## config.mk

```make
export PLATFORM = sky130hd
export DESIGN_NAME = adpcm_log_seq
export DESIGN_NICKNAME = d
export VERILOG_FILES = /design/src/rtl/adpcm_log_seq.sv
export SDC_FILE = /design/constraint.sdc
export NUM_CORES = 1
export LEC_CHECK = 0
export BUFFER_PORTS_ARGS = -buffer_cell sky130_fd_sc_hd__clkbuf_2
export CAP_MARGIN = 20
export CORE_MARGIN = 3
export CORE_UTILIZATION = 55
export CTS_CLUSTER_DIAMETER = 40
export CTS_CLUSTER_SIZE = 8
export DETAILED_ROUTE_END_ITERATION = 12
export GPL_TIMING_DRIVEN = 0
export PLACE_DENSITY = 0.86
export SYNTH_ARGS = -nofsm -noshare
export SYNTH_HDL_FRONTEND = slang
export SYNTH_SLANG_ARGS = --single-unit
```

## constraint.sdc

```tcl
create_clock -name CLK -period 2.2 [get_ports CLK]
set_clock_uncertainty 0.2 [all_clocks]
set_input_delay 0.22 -clock CLK [delete_from_list [all_inputs] [get_ports CLK]]
set_output_delay 0.22 -clock CLK [all_outputs]
set_load 0.01 [all_outputs]
```

## src/rtl/adpcm_log_seq.sv

```systemverilog
// rtl/adpcm_log_seq.sv - G.726 linear-to-log converter with a one-bit-per-clock shift normalizer
`timescale 1ns/1ps

module adpcm_log_seq (
  input  logic        CLK,
  input  logic        RST_N,
  input  logic [15:0] D,
  input  logic        IN_VALID,
  output logic        IN_READY,
  output logic [10:0] DL,
  output logic        DS,
  output logic        OUT_VALID,
  input  logic        OUT_READY
);

  typedef enum logic [1:0] {
    IDLE = 2'd0,
    NORM = 2'd1,
    DONE = 2'd2
  } state_t;

  state_t      state;
  state_t      state_nxt;
  logic [14:0] sr;
  logic [3:0]  expo;
  logic        sign;
  logic [14:0] d_neg;
  logic [14:0] dqm;
  logic        norm_done;

  // Only the low 15 bits of the negation matter, so 0x8000 folds to a zero
  // magnitude exactly as the reference converter does.
  assign d_neg     = 15'd0 - D[14:0];
  assign dqm       = D[15] ? d_neg : D[14:0];

  // Zero exponent wins over shifting so small or zero magnitudes terminate.
  assign norm_done = sr[14] | (expo == 4'd0);

  // State register
  always_ff @(posedge CLK or negedge RST_N) begin
    if (!RST_N) begin
      state <= IDLE;
    end else begin
      state <= state_nxt;
    end
  end

  // Next-state logic
  always_comb begin
    state_nxt = state;
    case (state)
      IDLE:    if (IN_VALID)  state_nxt = NORM;
      NORM:    if (norm_done) state_nxt = DONE;
      DONE:    if (OUT_READY) state_nxt = IDLE;
      default: state_nxt = IDLE;
    endcase
  end

  // Handshake outputs decode straight from state so reset drops them at once
  always_comb begin
    IN_READY  = 1'b0;
    OUT_VALID = 1'b0;
    case (state)
      IDLE:    IN_READY  = 1'b1;
      DONE:    OUT_VALID = 1'b1;
      default: begin
        IN_READY  = 1'b0;
        OUT_VALID = 1'b0;
      end
    endcase
  end

  // Normalizer datapath and result registers
  always_ff @(posedge CLK or negedge RST_N) begin
    if (!RST_N) begin
      sr   <= 15'd0;
      expo <= 4'd0;
      sign <= 1'b0;
      DL   <= 11'd0;
      DS   <= 1'b0;
    end else begin
      case (state)
        IDLE: begin
          if (IN_VALID) begin
            sr   <= dqm;
            expo <= 4'd14;
            sign <= D[15];
          end
        end
        NORM: begin
          if (norm_done) begin
            DL <= {expo, sr[13:7]};
            DS <= sign;
          end else begin
            sr   <= {sr[13:0], 1'b0};
            expo <= expo - 4'd1;
          end
        end
        default: begin
          sr <= sr;
        end
      endcase
    end
  end

endmodule
```

# --- Word-level counts from Yosys, hierarchy flattened ---
# Cells that the tools add are included.
# Widths: inputs -> output; s select.
classes:
  n_addsub: 2
  n_mul: 0
  div: 0
  magnitude_cmp: 0
  eq_ne: 6
  n_shift: 0
  mux: 13
  n_bitwise: 1
  reduce_logical: 7
op_table:
  columns: ["operator", "count"]
  rows:
  - ["$mux 15", 3]
  - ["$pmux 15 s2", 1]
  - ["$sub 1x15->15 const A", 1]
  - ["$mux 4", 2]
  - ["$ne 2x2->1 const B", 4]
  - ["$pmux 4 s2", 1]
  - ["$mux 2", 3]
  - ["$pmux 2 s3", 1]
  - ["$reduce_and 3->1", 2]
  - ["$logic_not 4->1", 1]
  - ["$reduce_and 2->1", 2]
  - ["$sub 4x1->4 const B", 1]
  - ["$eq 2x1->1 const B", 1]
  - ["$eq 2x2->1 const B", 1]
  - ["$logic_not 2->1", 1]
  - ["$mux 1", 2]
  - ["$reduce_bool 2->1", 1]
  - ["$or 1x1->1", 1]
word_totals:
  register_bits: 34
  latchBits: 0
  mem_bits_rw: 0
  rom_bits: 0
  in_bits: 20
  out_inout_bits: 14
  word_cells: 35
  mem_count: 0

# --- Depth between registers and ports, before layout ---
depth:
  word_depth: 4
  depth_mapped: 8
  mapped_depth_nobuf: 7

# --- Worst setup path after synthesis ---
# OpenSTA, ideal clock, no wires.
synth_timing:
  kind: "register to register"
  start: "reg expo[0]"
  end: "reg sr[11]"
  setup_ns: 0.126
  arrival_ns: 1.577
  required_ns: 1.874
  slack_ns: 0.297
  path_stages_with_launch: 9
  path_buffers: 1
  synth_period_minus_slack_ns: 1.903
  cell_sequence: "dfrtp_1 inv_1 ha_1 or3b_1 a21oi_4 inv_2 buf_6 nand3_1 nand3_2"
synth_via:
  elab_chain_cells: 4
synth_lines:
  columns: ["item", "line", "rtl"]
  rows:
  - ["start: declaration", "25", "logic [3:0] expo;"]
  - ["start signal: assignment", "96", "expo <= expo - 4'd1;"]
  - ["$logic_not 4->1", "37", "assign norm_done = sr[14] | (expo == 4'd0);"]
  - ["$or 1x1->1", "37", null]
  - ["$ne 2x2->1 (no source line)", null, null]
  - ["$reduce_and 3->1 (no source line)", null, null]
  - ["end signal: assignment", "85", "sr <= dqm;"]
  - ["end signal: assignment", "95", "sr <= {sr[13:0], 1'b0};"]
  - ["end signal: assignment", "100", "sr <= sr;"]
  - ["end: declaration", "24", "logic [14:0] sr;"]
# No other way between the ends.
# A chain may end at the register's enable or synchronous reset.

# --- Worst setup path in the final report ---
layout_timing:
  start: "reg expo[0]"
  end: "reg sr[8]"
# Same word-level chain as after synthesis.

==> reports/results.ini <==
[outcome]
run_status = complete, no violations

[synthesis]
yosysSeqAreaShare_pct = 43.5
syn-num-nets = 216
postSynthRegisterBits = 34
synth.yosys.warnings = 0
synth_cell_type_count = 46
syn-mean-instance-area_sq_um = 10.1
post_synth_instance_area_sq_um = 1960
synthCells = 194

[die]
num_io_pins = 34
start_util_pct = 57.7
die_width_microns = 65.7
height_of_the_die_microns = 65.7
fp.coreArea_sq_um = 3390
std_cell_rows = 21
die_area_sq_um = 4310

[clock_network]
tritoncts.num_buffers = 5
htreeDepth = 2
root_buffer = sky130_fd_sc_hd__clkbuf_4
cts.path.max_buffers = 2
clk_transition_reported_paths_ps = 100
clock_sinks = 34
tritoncts = done
worst_skew_pair.late_latency_ps = 330

[timing]
final.min_clock_period_ps = 2080
worst_hold_slack_ps = 51.7
report.final.setup_viol = 0
timing_max_transition_violations_final = 0
tightest_slew_ps = 808
timing.slew.headroom_pct = 46.1
final_critical_path_setup_slack_ps = 122
fin_tns_setup_ps = 0
timing.final.crit_share_pct = 94.4
final_hold_viol_count = 0
fmax_mhz = 481

[global_route]
maximum_number_of_pins_on_one_net_before_global_route_repair = 35
antenna_found_initial = 0
grt_pass1_wl_microns = 7330
number_of_global_route_vias_before_repair = 1545
grtUsageTotal_pct = 22.2
grt-ovfl-total = 0

[cells_and_area]
final_cell_area_sq_um = 2330
mostFrequentLayoutCells = sky130_fd_sc_hd__dfrtp_1 (34), sky130_fd_sc_hd__clkbuf_2 (33), sky130_fd_sc_hd__nand2_1 (18)
layout-drive-gt1-share_pct = 34.4
finalNetCount = 263
area_growth_syn_to_layout_pct = 19.1
final_common_cell = sky130_fd_sc_hd__dfrtp_1
antenna-diode-count = 0

[placed_design]
placement.cell_area_sq_um = 2170
half_perimeter_wire_length_after_placement_microns = 3070
pre_cts_setup_slack_ps = 62.8
finalWeightedCongestion = 0.808
numPortBuffers = 32

[worst_hold_path]
timing.hold.worst_path_depth = 3
hold_class = in2reg

[routing]
totalWireLength_microns = 4130
total_number_of_vias = 1613
drt_iter0_drc = 143
detail_route.first_pass.iterations = 4
drc_errors = 0
ant_nets = 0
avgRoutedWirePerCell_microns = 14.4
viasPerCell = 5.62

[setup_path]
startpoint_type = register
critical_path_peak_fanout = 10
worstReg2RegStart = expo[0]$_DFFE_PN0P_
worst_ep_required_time_ps = 2220
critical_path.startpoint = expo[0]$_DFFE_PN0P_
crit_path_end = sr[8]$_DFFE_PN0P_
critPathArrivalTime_ps = 2100
timing_worst_setup_path_type = reg2reg
terminus_of_the_critical_flop_to_flop_path = sr[8]$_DFFE_PN0P_
regToRegSetupSlack_ps = 120
end_kind = register
worst-r2r-cell-count = 8

[run]
drv_cap = 0

[pwr]
cellPowerDensity_nw_per_um2 = 1240
cellLeakagePower_nw = 1.07
worst_ir_drop_vdd_v = 0.000682

## cells in the mapped netlist, drive strengths merged
cell,n,share of area [%]
dfrtp,34,43
nand3b,1,0.38
nor3,8,2.0
a31oi,2,0.64
nand2,18,3.5
or4,4,1.9
or2,3,0.96
nor4,2,0.64
or3b,3,1.3
and2b,1,0.38
a21boi,1,0.38
o21ai,18,4.8
mux2i,6,3.1
clkbuf,6,1.2
o21a,2,0.77
a211oi,4,1.5
a21oi,3,1.3
mux2,11,6.3
xor2,5,2.2
and3,4,1.3
o31ai,1,0.38
a211o,2,0.90
o32ai,2,0.90
ha,2,1.3
inv,9,1.7
nor2b,4,1.3
nor2,7,1.3
or3,1,0.58
nor3b,4,1.8
nand3,7,2.3
o22ai,1,0.32
buf,5,1.9
xnor2,2,0.90
o41ai,6,4.6
nand2b,5,1.6
## how the worst min path moves through the flow
stage	startpoint	to	slack, ps
after floorplan	RST_N	DL[0]$_DFFE_PN0P_	-280
after global placement	RST_N	DL[0]$_DFFE_PN0P_	150
after detailed placement	RST_N	DL[0]$_DFFE_PN0P_	150
after CTS	D[14]	sr[14]$_DFFE_PN0P_	30
after global routing	D[14]	sr[14]$_DFFE_PN0P_	70
final	D[14]	sr[14]$_DFFE_PN0P_	50
## layout make-up
| cell class | instances | area [sq um] |
|---|---|---|
| clock buffer | 6 | 51.3 |
| clock inverter | 1 | 30.0 |
| sequential | 34 | 851 |
| multi-input combinational | 140 | 1020 |
| fill | 265 | 1060 |
| tap | 46 | 57.6 |
| timing repair buffer | 40 | 228 |
| buffer | 11 | 61.3 |
| inverter | 9 | 33.8 |
## cell families (layout without fill, tap and decap cells)
family / after synthesis / count (layout) / share of synthesized area [%]
buffers and inverters: 20 / 67 / 4.86
AO/OA/AOI/OAI: 42 / 42 / 16.6
adder cells (fa/ha/maj): 2 / 2 / 1.28
multiplexers: 17 / 17 / 9.40
AND/OR/NAND/NOR: 72 / 72 / 21.3
XOR/XNOR: 7 / 7 / 3.13
flip-flops: 34 / 34 / 43.5
## power breakdown
part	internal [mW]	switching, mW	leakage (nW)	total, mW
clock	0.265	0.199	0.0443	0.463
combinational	0.600	0.735	0.627	1.33
sequential	0.906	0.178	0.401	1.08
total	1.77	1.11	1.07	2.88
## critical path: stages (launching register included)
cell and delay [ps]:
sky130_fd_sc_hd__dfrtp_1 420, sky130_fd_sc_hd__inv_1 90, sky130_fd_sc_hd__ha_2 190, sky130_fd_sc_hd__or3b_4 400, sky130_fd_sc_hd__a21oi_4 260, sky130_fd_sc_hd__inv_2 80, sky130_fd_sc_hd__buf_6 150, sky130_fd_sc_hd__o21ai_0 90
sky130_fd_sc_hd__o21ai_1 90
## flip-flops by register name (all words and copies together), names as in the netlist
name,count
DS,1
sign,1
state,2
sr,15
DL,11
expo,4
## metrics by stage
step                power (mW)  util (%)  cells
floorplan                 1.95         -    194
global placement          2.31      64.2    272
detailed placement        2.35      64.2    272
CTS                       2.82      67.4    282
global route              3.13      68.8    287
finish                    2.88      68.8    287
## what timing repair did
action	4_1_cts	5_1_grt
setup buffers	0	5
resized for setup	0	3
endpoints found under the setup margin	0	19
hold endpoints to repair	36	0
hold buffers	3	0
## metal layers
metal  routed length (microns)  vias to the layer above  GRT usage [%]
met5                         0                        -              0
met4                        94                        0           8.55
met1                      1900                      767           30.4
met2                      1900                       46           33.5
li1                          -                      789              -
met3                       229                       11           5.47
(Power assumes the default switching activity.)
